## config.mk

```make
export PLATFORM = sky130hd
export DESIGN_NAME = sdram_arbiter_rr_flat
export DESIGN_NICKNAME = d
export VERILOG_FILES = /design/src/rtl/sdram_arb_pkg.sv /design/src/rtl/sdram_arbiter_rr_if.sv /design/src/rtl/rr_priority_picker.sv /design/src/rtl/sdram_arbiter_rr.sv /design/src/flat_wrapper.sv
export SDC_FILE = /design/constraint.sdc
export NUM_CORES = 1
export LEC_CHECK = 0
export CAP_MARGIN = 10
export CORE_AREA = 2 2 159 161
export CTS_BUF_LIST = sky130_fd_sc_hd__clkbuf_4
export DETAILED_ROUTE_END_ITERATION = 6
export DIE_AREA = 0 0 161 163
export PLACE_DENSITY_LB_ADDON = 0.12
export SKIP_LAST_GASP = 1
export SYNTH_ARGS = -nofsm -noshare
export SYNTH_HDL_FRONTEND = slang
export SYNTH_SLANG_ARGS = --single-unit
export TNS_END_PERCENT = 100
```

## constraint.sdc

```tcl
create_clock -name clock -period 4.64 [get_ports clock]
set_clock_uncertainty 0.1 [all_clocks]
set_input_delay 0.696 -clock clock [delete_from_list [all_inputs] [get_ports clock]]
set_output_delay 0.696 -clock clock [all_outputs]
set_load 0.1 [all_outputs]
```

## src/rtl/sdram_arb_pkg.sv

```systemverilog
// sdram_arb_pkg: shared types and helpers for the SDRAM arbiter.
// Master k travels on the SDRAM side as ID k+1; ID 0 is "no master".
package sdram_arb_pkg;

  typedef enum logic {
    ARB_FIXED = 1'b0,
    ARB_RR    = 1'b1
  } arb_mode_t;

  localparam int ID_NONE = 0;

  function automatic int id_to_index(input int id);
    return id - 1;
  endfunction

endpackage

```

## src/rtl/sdram_arbiter_rr_if.sv

```systemverilog
// sdram_arbiter_rr_if: master-side bus and SDRAM-controller side
// of the arbiter, flattened per master so N scales freely.
interface sdram_arbiter_rr_if #(
  parameter int NUM_MASTERS = 4,
  parameter int ADDR_WIDTH  = 26,
  parameter int DATA_WIDTH  = 32,
  parameter int ID_WIDTH    = 3
);
  localparam int BW = DATA_WIDTH / 8;

  logic [NUM_MASTERS-1:0]            bus_request;
  logic [NUM_MASTERS-1:0]            bus_lock;
  logic [NUM_MASTERS*ADDR_WIDTH-1:0] bus_addr;
  logic [NUM_MASTERS-1:0]            bus_write;
  logic [NUM_MASTERS-1:0]            bus_burst;
  logic [NUM_MASTERS*BW-1:0]         bus_byte_enable;
  logic [NUM_MASTERS*DATA_WIDTH-1:0] bus_wdata;
  logic [NUM_MASTERS-1:0]            bus_ack;
  logic [DATA_WIDTH-1:0]             bus_rdata;
  logic [NUM_MASTERS-1:0]            bus_rdvalid;
  logic [NUM_MASTERS-1:0]            bus_complete;

  logic [ID_WIDTH-1:0]               sdram_req;
  logic [ADDR_WIDTH-1:0]             sdram_addr;
  logic                              sdram_write;
  logic                              sdram_burst;
  logic [BW-1:0]                     sdram_byte_enable;
  logic [DATA_WIDTH-1:0]             sdram_wdata;
  logic                              sdram_ack;
  logic [DATA_WIDTH-1:0]             sdram_rdata;
  logic [ID_WIDTH-1:0]               sdram_rdvalid;
  logic                              sdram_complete;
  logic                              err_bad_id;

  modport slave (
    input  bus_request,
    input  bus_lock,
    input  bus_addr,
    input  bus_write,
    input  bus_burst,
    input  bus_byte_enable,
    input  bus_wdata,
    output bus_ack,
    output bus_rdata,
    output bus_rdvalid,
    output bus_complete,
    output sdram_req,
    output sdram_addr,
    output sdram_write,
    output sdram_burst,
    output sdram_byte_enable,
    output sdram_wdata,
    input  sdram_ack,
    input  sdram_rdata,
    input  sdram_rdvalid,
    input  sdram_complete,
    output err_bad_id
  );

  modport master (
    output bus_request,
    output bus_lock,
    output bus_addr,
    output bus_write,
    output bus_burst,
    output bus_byte_enable,
    output bus_wdata,
    input  bus_ack,
    input  bus_rdata,
    input  bus_rdvalid,
    input  bus_complete,
    input  sdram_req,
    input  sdram_addr,
    input  sdram_write,
    input  sdram_burst,
    input  sdram_byte_enable,
    input  sdram_wdata,
    output sdram_ack,
    output sdram_rdata,
    output sdram_rdvalid,
    output sdram_complete,
    input  err_bad_id
  );

endinterface

```

## src/rtl/rr_priority_picker.sv

```systemverilog
// rr_priority_picker: lowest-index or rotating priority pick over N requests.
// The request vector is doubled so the wrap-around search is one masked scan.
module rr_priority_picker
  import sdram_arb_pkg::*;
#(
  parameter  int N  = 4,
  localparam int IW = $clog2(N)
) (
  input  logic [N-1:0]  req,
  input  logic [IW-1:0] ptr,
  input  arb_mode_t     mode,
  output logic          grant_valid,
  output logic [IW-1:0] grant_index
);

  logic [2*N-1:0] dbl;
  logic [2*N-1:0] mask;
  logic [2*N-1:0] hit;

  assign dbl = {req, req};
  assign hit = dbl & mask;

  // Search window: ptr+1 .. ptr+N in rotating mode, 0 .. N-1 otherwise.
  always_comb begin
    mask = '0;
    for (int i = 0; i < 2*N; i++) begin
      if (mode == ARB_RR)
        mask[i] = (i > int'(ptr)) && (i <= int'(ptr) + N);
      else
        mask[i] = (i < N);
    end
  end

  // Lowest hit in the window wins, folded back to a master index.
  always_comb begin
    grant_valid = |hit;
    grant_index = '0;
    for (int i = 2*N-1; i >= 0; i--) begin
      if (hit[i])
        grant_index = IW'(i % N);
    end
  end

endmodule

```

## src/rtl/sdram_arbiter_rr.sv

```systemverilog
// sdram_arbiter_rr: N-master front end for the SDRAM controller with
// selectable policy, bounded bus lock and ID-routed read returns.
module sdram_arbiter_rr
  import sdram_arb_pkg::*;
#(
  parameter int NUM_MASTERS = 4,
  parameter int ADDR_WIDTH  = 26,
  parameter int DATA_WIDTH  = 32,
  parameter int ID_WIDTH    = 3,
  parameter int ARB_MODE    = 1,
  parameter int LOCK_LIMIT  = 8
) (
  input logic               clock,
  input logic               reset_n,
  sdram_arbiter_rr_if.slave bus
);

  localparam int IW = $clog2(NUM_MASTERS);
  localparam int CW = $clog2(LOCK_LIMIT + 1);
  localparam int BW = DATA_WIDTH / 8;
  localparam arb_mode_t MODE = (ARB_MODE == 0) ? ARB_FIXED : ARB_RR;
  localparam logic [ID_WIDTH-1:0] NO_ID = ID_WIDTH'(ID_NONE);

  typedef enum logic {
    ST_IDLE,
    ST_OWNED
  } state_t;

  state_t              state_q, state_d;
  logic [IW-1:0]       own_q, own_d;
  logic [IW-1:0]       last_q, last_d;
  logic [ID_WIDTH-1:0] hold_q, hold_d;
  logic [CW-1:0]       cnt_q, cnt_d;
  logic                err_q;

  logic                hold_vld;
  logic [IW-1:0]       hold_idx;
  logic                hold_req;
  logic                lock_win;
  logic                pick_vld;
  logic [IW-1:0]       pick_idx;
  logic                sel_vld;
  logic [IW-1:0]       sel_idx;
  logic                cur_vld;
  logic [IW-1:0]       cur_idx;
  logic [ID_WIDTH-1:0] cur_id;
  logic                take;
  logic [NUM_MASTERS-1:0] rv;
  logic                bad_id;

  rr_priority_picker #(
    .N (NUM_MASTERS)
  ) u_pick (
    .req         (bus.bus_request),
    .ptr         (last_q),
    .mode        (MODE),
    .grant_valid (pick_vld),
    .grant_index (pick_idx)
  );

  // Lock override ahead of the policy pick; current master selection.
  always_comb begin
    hold_vld = (hold_q != NO_ID);
    hold_idx = IW'(id_to_index(int'(hold_q)));
    hold_req = hold_vld && bus.bus_request[hold_idx];
    lock_win = hold_req && (int'(cnt_q) < LOCK_LIMIT);
    sel_vld  = lock_win || pick_vld;
    sel_idx  = lock_win ? hold_idx : pick_idx;
    cur_vld  = reset_n && ((state_q == ST_OWNED) || sel_vld);
    cur_idx  = (state_q == ST_OWNED) ? own_q : sel_idx;
    cur_id   = ID_WIDTH'(int'(cur_idx) + 1);
    take     = cur_vld && bus.sdram_ack;
  end

  // Next ownership, pointer and lock bookkeeping.
  always_comb begin
    state_d = state_q;
    own_d   = own_q;
    last_d  = last_q;
    hold_d  = hold_q;
    cnt_d   = cnt_q;
    if (state_q == ST_IDLE && hold_vld && !hold_req) begin
      hold_d = NO_ID;
      cnt_d  = '0;
    end
    if (take) begin
      state_d = ST_IDLE;
      last_d  = cur_idx;
      if (bus.bus_lock[cur_idx]) begin
        if (hold_d == cur_id) begin
          if (int'(cnt_q) < LOCK_LIMIT)
            cnt_d = cnt_q + CW'(1);
        end else begin
          hold_d = cur_id;
          cnt_d  = CW'(1);
        end
      end else if (hold_d != NO_ID && hold_d != cur_id) begin
        cnt_d = '0;
      end else begin
        hold_d = NO_ID;
        cnt_d  = '0;
      end
    end else if (state_q == ST_IDLE && sel_vld) begin
      state_d = ST_OWNED;
      own_d   = sel_idx;
    end
  end

  // Arbitration state registers.
  always_ff @(posedge clock or negedge reset_n) begin
    if (!reset_n) begin
      state_q <= ST_IDLE;
      own_q   <= '0;
      last_q  <= IW'(NUM_MASTERS - 1);
      hold_q  <= NO_ID;
      cnt_q   <= '0;
    end else begin
      state_q <= state_d;
      own_q   <= own_d;
      last_q  <= last_d;
      hold_q  <= hold_d;
      cnt_q   <= cnt_d;
    end
  end

  // Request mux toward the controller; zeros when nobody is selected.
  always_comb begin
    bus.bus_ack           = '0;
    bus.sdram_req         = NO_ID;
    bus.sdram_addr        = '0;
    bus.sdram_write       = 1'b0;
    bus.sdram_burst       = 1'b0;
    bus.sdram_byte_enable = '0;
    bus.sdram_wdata       = '0;
    if (cur_vld) begin
      bus.sdram_req   = cur_id;
      bus.sdram_addr  =
        bus.bus_addr[int'(cur_idx)*ADDR_WIDTH +: ADDR_WIDTH];
      bus.sdram_write = bus.bus_write[cur_idx];
      bus.sdram_burst = bus.bus_burst[cur_idx];
      bus.sdram_byte_enable =
        bus.bus_byte_enable[int'(cur_idx)*BW +: BW];
      bus.sdram_wdata =
        bus.bus_wdata[int'(cur_idx)*DATA_WIDTH +: DATA_WIDTH];
      bus.bus_ack[cur_idx] = bus.sdram_ack;
    end
  end

  // Return path: decode the controller's target ID.
  always_comb begin
    for (int k = 0; k < NUM_MASTERS; k++)
      rv[k] = reset_n &&
              (bus.sdram_rdvalid == ID_WIDTH'(k + 1));
    bad_id           = int'(bus.sdram_rdvalid) > NUM_MASTERS;
    bus.bus_rdvalid  = rv;
    bus.bus_complete = {NUM_MASTERS{bus.sdram_complete}} & rv;
    bus.bus_rdata    = (|rv) ? bus.sdram_rdata : '0;
    bus.err_bad_id   = err_q;
  end

  // Sticky out-of-range ID flag, cleared only by reset.
  always_ff @(posedge clock or negedge reset_n) begin
    if (!reset_n)
      err_q <= 1'b0;
    else if (bad_id)
      err_q <= 1'b1;
  end

endmodule

```

## src/flat_wrapper.sv

```systemverilog
// flat-port wrapper written by rule: the top's interface ports become plain ports
module sdram_arbiter_rr_flat import sdram_arb_pkg::*;
#(
  parameter int NUM_MASTERS = 4,
  parameter int ADDR_WIDTH  = 26,
  parameter int DATA_WIDTH  = 32,
  parameter int ID_WIDTH    = 3,
  parameter int ARB_MODE    = 1,
  parameter int LOCK_LIMIT  = 8
)
  (clock, reset_n, bus_bus_request, bus_bus_lock, bus_bus_addr, bus_bus_write, bus_bus_burst, bus_bus_byte_enable, bus_bus_wdata, bus_bus_ack, bus_bus_rdata, bus_bus_rdvalid, bus_bus_complete, bus_sdram_req, bus_sdram_addr, bus_sdram_write, bus_sdram_burst, bus_sdram_byte_enable, bus_sdram_wdata, bus_sdram_ack, bus_sdram_rdata, bus_sdram_rdvalid, bus_sdram_complete, bus_err_bad_id);
  sdram_arbiter_rr_if #(.NUM_MASTERS(NUM_MASTERS), .ADDR_WIDTH(ADDR_WIDTH), .DATA_WIDTH(DATA_WIDTH), .ID_WIDTH(ID_WIDTH)) bus_i ();
  input logic clock;
  input logic reset_n;
  input wire logic [$bits(bus_i.bus_request)-1:0] bus_bus_request;
  input wire logic [$bits(bus_i.bus_lock)-1:0] bus_bus_lock;
  input wire logic [$bits(bus_i.bus_addr)-1:0] bus_bus_addr;
  input wire logic [$bits(bus_i.bus_write)-1:0] bus_bus_write;
  input wire logic [$bits(bus_i.bus_burst)-1:0] bus_bus_burst;
  input wire logic [$bits(bus_i.bus_byte_enable)-1:0] bus_bus_byte_enable;
  input wire logic [$bits(bus_i.bus_wdata)-1:0] bus_bus_wdata;
  output wire logic [$bits(bus_i.bus_ack)-1:0] bus_bus_ack;
  output wire logic [$bits(bus_i.bus_rdata)-1:0] bus_bus_rdata;
  output wire logic [$bits(bus_i.bus_rdvalid)-1:0] bus_bus_rdvalid;
  output wire logic [$bits(bus_i.bus_complete)-1:0] bus_bus_complete;
  output wire logic [$bits(bus_i.sdram_req)-1:0] bus_sdram_req;
  output wire logic [$bits(bus_i.sdram_addr)-1:0] bus_sdram_addr;
  output wire logic [$bits(bus_i.sdram_write)-1:0] bus_sdram_write;
  output wire logic [$bits(bus_i.sdram_burst)-1:0] bus_sdram_burst;
  output wire logic [$bits(bus_i.sdram_byte_enable)-1:0] bus_sdram_byte_enable;
  output wire logic [$bits(bus_i.sdram_wdata)-1:0] bus_sdram_wdata;
  input wire logic [$bits(bus_i.sdram_ack)-1:0] bus_sdram_ack;
  input wire logic [$bits(bus_i.sdram_rdata)-1:0] bus_sdram_rdata;
  input wire logic [$bits(bus_i.sdram_rdvalid)-1:0] bus_sdram_rdvalid;
  input wire logic [$bits(bus_i.sdram_complete)-1:0] bus_sdram_complete;
  output wire logic [$bits(bus_i.err_bad_id)-1:0] bus_err_bad_id;
  assign bus_i.bus_request = bus_bus_request;
  assign bus_i.bus_lock = bus_bus_lock;
  assign bus_i.bus_addr = bus_bus_addr;
  assign bus_i.bus_write = bus_bus_write;
  assign bus_i.bus_burst = bus_bus_burst;
  assign bus_i.bus_byte_enable = bus_bus_byte_enable;
  assign bus_i.bus_wdata = bus_bus_wdata;
  assign bus_bus_ack = bus_i.bus_ack;
  assign bus_bus_rdata = bus_i.bus_rdata;
  assign bus_bus_rdvalid = bus_i.bus_rdvalid;
  assign bus_bus_complete = bus_i.bus_complete;
  assign bus_sdram_req = bus_i.sdram_req;
  assign bus_sdram_addr = bus_i.sdram_addr;
  assign bus_sdram_write = bus_i.sdram_write;
  assign bus_sdram_burst = bus_i.sdram_burst;
  assign bus_sdram_byte_enable = bus_i.sdram_byte_enable;
  assign bus_sdram_wdata = bus_i.sdram_wdata;
  assign bus_i.sdram_ack = bus_sdram_ack;
  assign bus_i.sdram_rdata = bus_sdram_rdata;
  assign bus_i.sdram_rdvalid = bus_sdram_rdvalid;
  assign bus_i.sdram_complete = bus_sdram_complete;
  assign bus_err_bad_id = bus_i.err_bad_id;
  sdram_arbiter_rr #(.NUM_MASTERS(NUM_MASTERS), .ADDR_WIDTH(ADDR_WIDTH), .DATA_WIDTH(DATA_WIDTH), .ID_WIDTH(ID_WIDTH), .ARB_MODE(ARB_MODE), .LOCK_LIMIT(LOCK_LIMIT)) u_core (.clock(clock), .reset_n(reset_n), .bus(bus_i));
endmodule
```

==> impl_results.md <==
- Final Hold Fails: 0
- Min cycle time layout: 4350 ps
- Pleak: 3.57 nW
- Final Core Density: 0.375
- Crit-path max FO: 21
- EDFF count, synth: 0
- Hold slack final: roughly 380 ps
- Initial DRC Count: between 150 and 200
- H-Tree Depth: 1
- Clk network pwr share: 0.012
- Starting density of the core: 0.149
- Worst-Margin Slew: 965 ps
- Die Y: 163 um
- Final nets: approximately 1.2k
- Flops & latches, synth: 13
- Largest stage delay, worst path: ~520 ps
- DPL Wire Length: ~19000 um
- Reg2Reg Depth: 13
- Sequential share of the synthesized area: 0.0894
- Clock slew at reported path FFs: approximately 80 ps
- Power per cell area: 693 mW/mm^2
- Final Max Slew Viols: 0
- WP depth: 10
- Die area: 0.0262 mm^2
- Crit path DAT: roughly 3600 ps
- Max IR drop VDD: just under 0.0003 V
- Overall Global Routing Usage: 0.159
- Core area: 0.0247 mm^2
- Gate power share: 0.956
- First-pass GRT wire length: 32200 um
- Synth Warn #: 0
- Final GP Congestion: 0.803
- F_max: 0.230 GHz
- # Post-CTS Setup Buffers: 0
- WS Path Type: in2out
- Die W: 161 um
- Post-CTS Hold Buffers: 0
- CP Buf/Inv Count: 4
- Reg2Reg Setup Slack: between 700 and 800 ps
- Run status: completed
- Post-synth cell types: 55
- Root Buffer: clkbuf_4
- Internal power: between 2 and 2.5 mW
- Number of max-cap violations: 0
- Flop pwr share: 0.032
- Vias per cell: about 4.4
- Post-Syn Area: 0.00367 mm^2
- Final period utilization: 0.938
- Cell Rows: between 50 and 60
- Critical path destination: bus_sdram_addr[14]
- Num CTS Buffers: 3
- Syn Area/Cell: 7.67 um^2
- Layout cells sized above 1: 0.250
- Worst-Skew Late Latency: 270 ps
- Post-Route WL: 22800 um
- Drt first pass iters: 4
- Io pins: 415
- Reg-to-Reg End: u_core.cnt_q[1]$_DFF_PN0_
- Switching Fraction: 0.613
- Worst slew margin relative to its limit: 0.354
- DRC Markers: 0
- Final setup viols: 0
- RSZ-0062 raised after global routing: no
- Synth area leader: a211oi_1
- HP Class: reg2reg
- Kind of end point of the critical path: output port
- Pin count of the biggest net entering global routing: between 40 and 50
- Cell Chain, Critical Path: clkdlybuf4s50_1 > mux4_2 > nand3_1 > mux2i_1 > mux2i_4 > inv_2 > buf_4 > a211oi_1 > a211oi_2 > buf_12
- CP Launch Type: input pin
- TritonCTS clock tree: done
- CTS max path bufs: 2
- Worst Setup SP: bus_bus_request[3]
- Synth top area cells: a211oi_1 (26%), mux2i_1 (19%), and2_1 (16%), dfrtp_1 (7.5%), clkbuf_1 (2.7%)
- CTS resizes: 0
- Aggregate global routing overflow: 0
- Max stage delay cell, worst path: mux4_2
- CTS sink cnt: 13
- Crit path max-delay family: buffers and inverters
- Final ANT Viol Nets: 0
- Mapped Nets: 787
- IO buf count: 414
- Wire length per cell: 19.1 um
- Vias in the first global route: 5181
- DR vias: between 5k and 6k
- Top_reg_cell synth: dfrtp_1
- Synth-to-Final Area Change: 152%
- Syn Inst Count: 478
- Sw power: just under 4 mW
- Synth top area share: 0.262
- Fraction of registers with async set/reset: 1.00
- Critical R2R Launch: u_core.hold_q[0]$_DFF_PN0_
- Worst Path Required: 3840 ps
- Initial antenna violation count: 3
## Yosys cell counts, drive strengths merged (3+ instances only)
cell,n
inv,6
a211oi,128
nor2,10
nand2b,6
a21oi,3
and2,101
a211o,3
buf,23
and3,4
nand3,6
o21ai,9
a32o,4
nor3,4
nand2,14
mux2i,72
clkbuf,26
dfrtp,11
nor2b,5
nor4,3
ha,6
## final cells by class
cell class	instances	area, um^2
fillers	2514	15400
well taps	330	413
flip-flops and latches	13	328
diodes	1	2.50
inverters	7	27.5
repair buffers	432	5010
clock buffers	4	30.0
multi-input cells	409	3430
## worst reg2reg max path: stages, from the launching register on
cell	delay, ps
dfrtp_1	490
inv_1	100
ha_1	440
mux4_2	370
nand3_1	190
mux2i_1	350
mux2i_4	160
buf_12	200
ha_1	400
o31ai_1	270
a32o_1	320
nand2_1	130
nor2_2	180
a32o_1	180
## power by group through the flow
stage          clock [mW]  combinational, mW  sequential, mW
2_1_floorplan           0               4.05           0.192
3_3_place_gp            0               6.21           0.212
3_5_place_dp            0               6.20           0.209
4_1_cts            0.0799               6.21           0.207
5_1_grt            0.0831               6.42           0.215
6_report           0.0765               6.13           0.206
## worst min path at each step
stage | slack, ps | cells past startpoint | endpoint | from
final | 380 | 1 | u_core.bus.err_bad_id$_DFFE_PN0N_ | u_core.bus.err_bad_id$_DFFE_PN0N_
after global routing | 390 | 1 | u_core.bus.err_bad_id$_DFFE_PN0N_ | u_core.bus.err_bad_id$_DFFE_PN0N_
after CTS | 390 | 1 | u_core.bus.err_bad_id$_DFFE_PN0N_ | u_core.bus.err_bad_id$_DFFE_PN0N_
after detailed placement | 370 | 1 | u_core.bus.err_bad_id$_DFFE_PN0N_ | u_core.bus.err_bad_id$_DFFE_PN0N_
after global placement | 350 | 1 | u_core.bus.err_bad_id$_DFFE_PN0N_ | u_core.bus.err_bad_id$_DFFE_PN0N_
after floorplan | 300 | 0 | u_core.bus.err_bad_id$_DFFE_PN0N_ | reset_n
## layout by cell type (no fill, tap or decap), drive strengths merged, types with 2 or more instances in the layout
cell | netlist | layout
clkbuf | 26 | 4
a21oi | 3 | 3
or3 | 2 | 2
clkdlybuf4s50 | 0 | 303
nand4 | 2 | 2
a211oi | 128 | 128
nand2b | 6 | 6
o21ai | 9 | 9
a211o | 3 | 3
nor4 | 3 | 3
and2 | 101 | 101
nor2b | 5 | 5
buf | 23 | 129
dfrtp | 11 | 11
a221o | 2 | 2
mux2 | 2 | 2
a2111oi | 2 | 2
nand3 | 6 | 6
nor2 | 10 | 10
dfstp | 2 | 2
a32o | 4 | 4
mux2i | 72 | 72
inv | 6 | 6
nor3 | 4 | 4
nand2 | 14 | 14
xnor2 | 2 | 2
ha | 6 | 6
and3 | 4 | 4
nor3b | 2 | 2
## flip-flops by register name, indices dropped and copies added (netlist names)
register and flops:
u_core.last_q 2, u_core.own_q 2, u_core.cnt_q 4, u_core.state_q 1, u_core.bus.err_bad_id 1, u_core.hold_q 3
## metal layers
metal | share of wire | global-route usage | up-vias | routed length, um
met5 | 0.0010 | 0 | - | 23
met4 | 0.0066 | 0.00893 | 4 | 150
met3 | 0.081 | 0.0466 | 10 | 1840
met2 | 0.54 | 0.319 | 225 | 12200
met1 | 0.37 | 0.171 | 2372 | 8540
li1 | - | - | 2593 | -
## logic make-up after synthesis
group | count (synthesis) | synth area share
muxes | 75 | 0.213
adders and majority gates | 6 | 0.0205
DFF | 13 | 0.0894
xor gates and xnor gates | 3 | 0.00716
and+or+nand+nor | 162 | 0.267
AOI/OAI and AO/OA | 163 | 0.333
buffers and inverters | 56 | 0.0699
## stage by stage
stage,setup slack (ps),TNS (ps),instance area [um^2],power [mW],std cells
CTS,260,0,9240,6.49,1195
floorplan,-130,-231,4000,4.24,478
global route,34.2,0,9250,6.71,1196
global placement,298,0,9210,6.42,1191
detailed placement,264,0,9210,6.41,1191
finish,287,0,9250,6.41,1196
(Power assumes the default switching activity.)
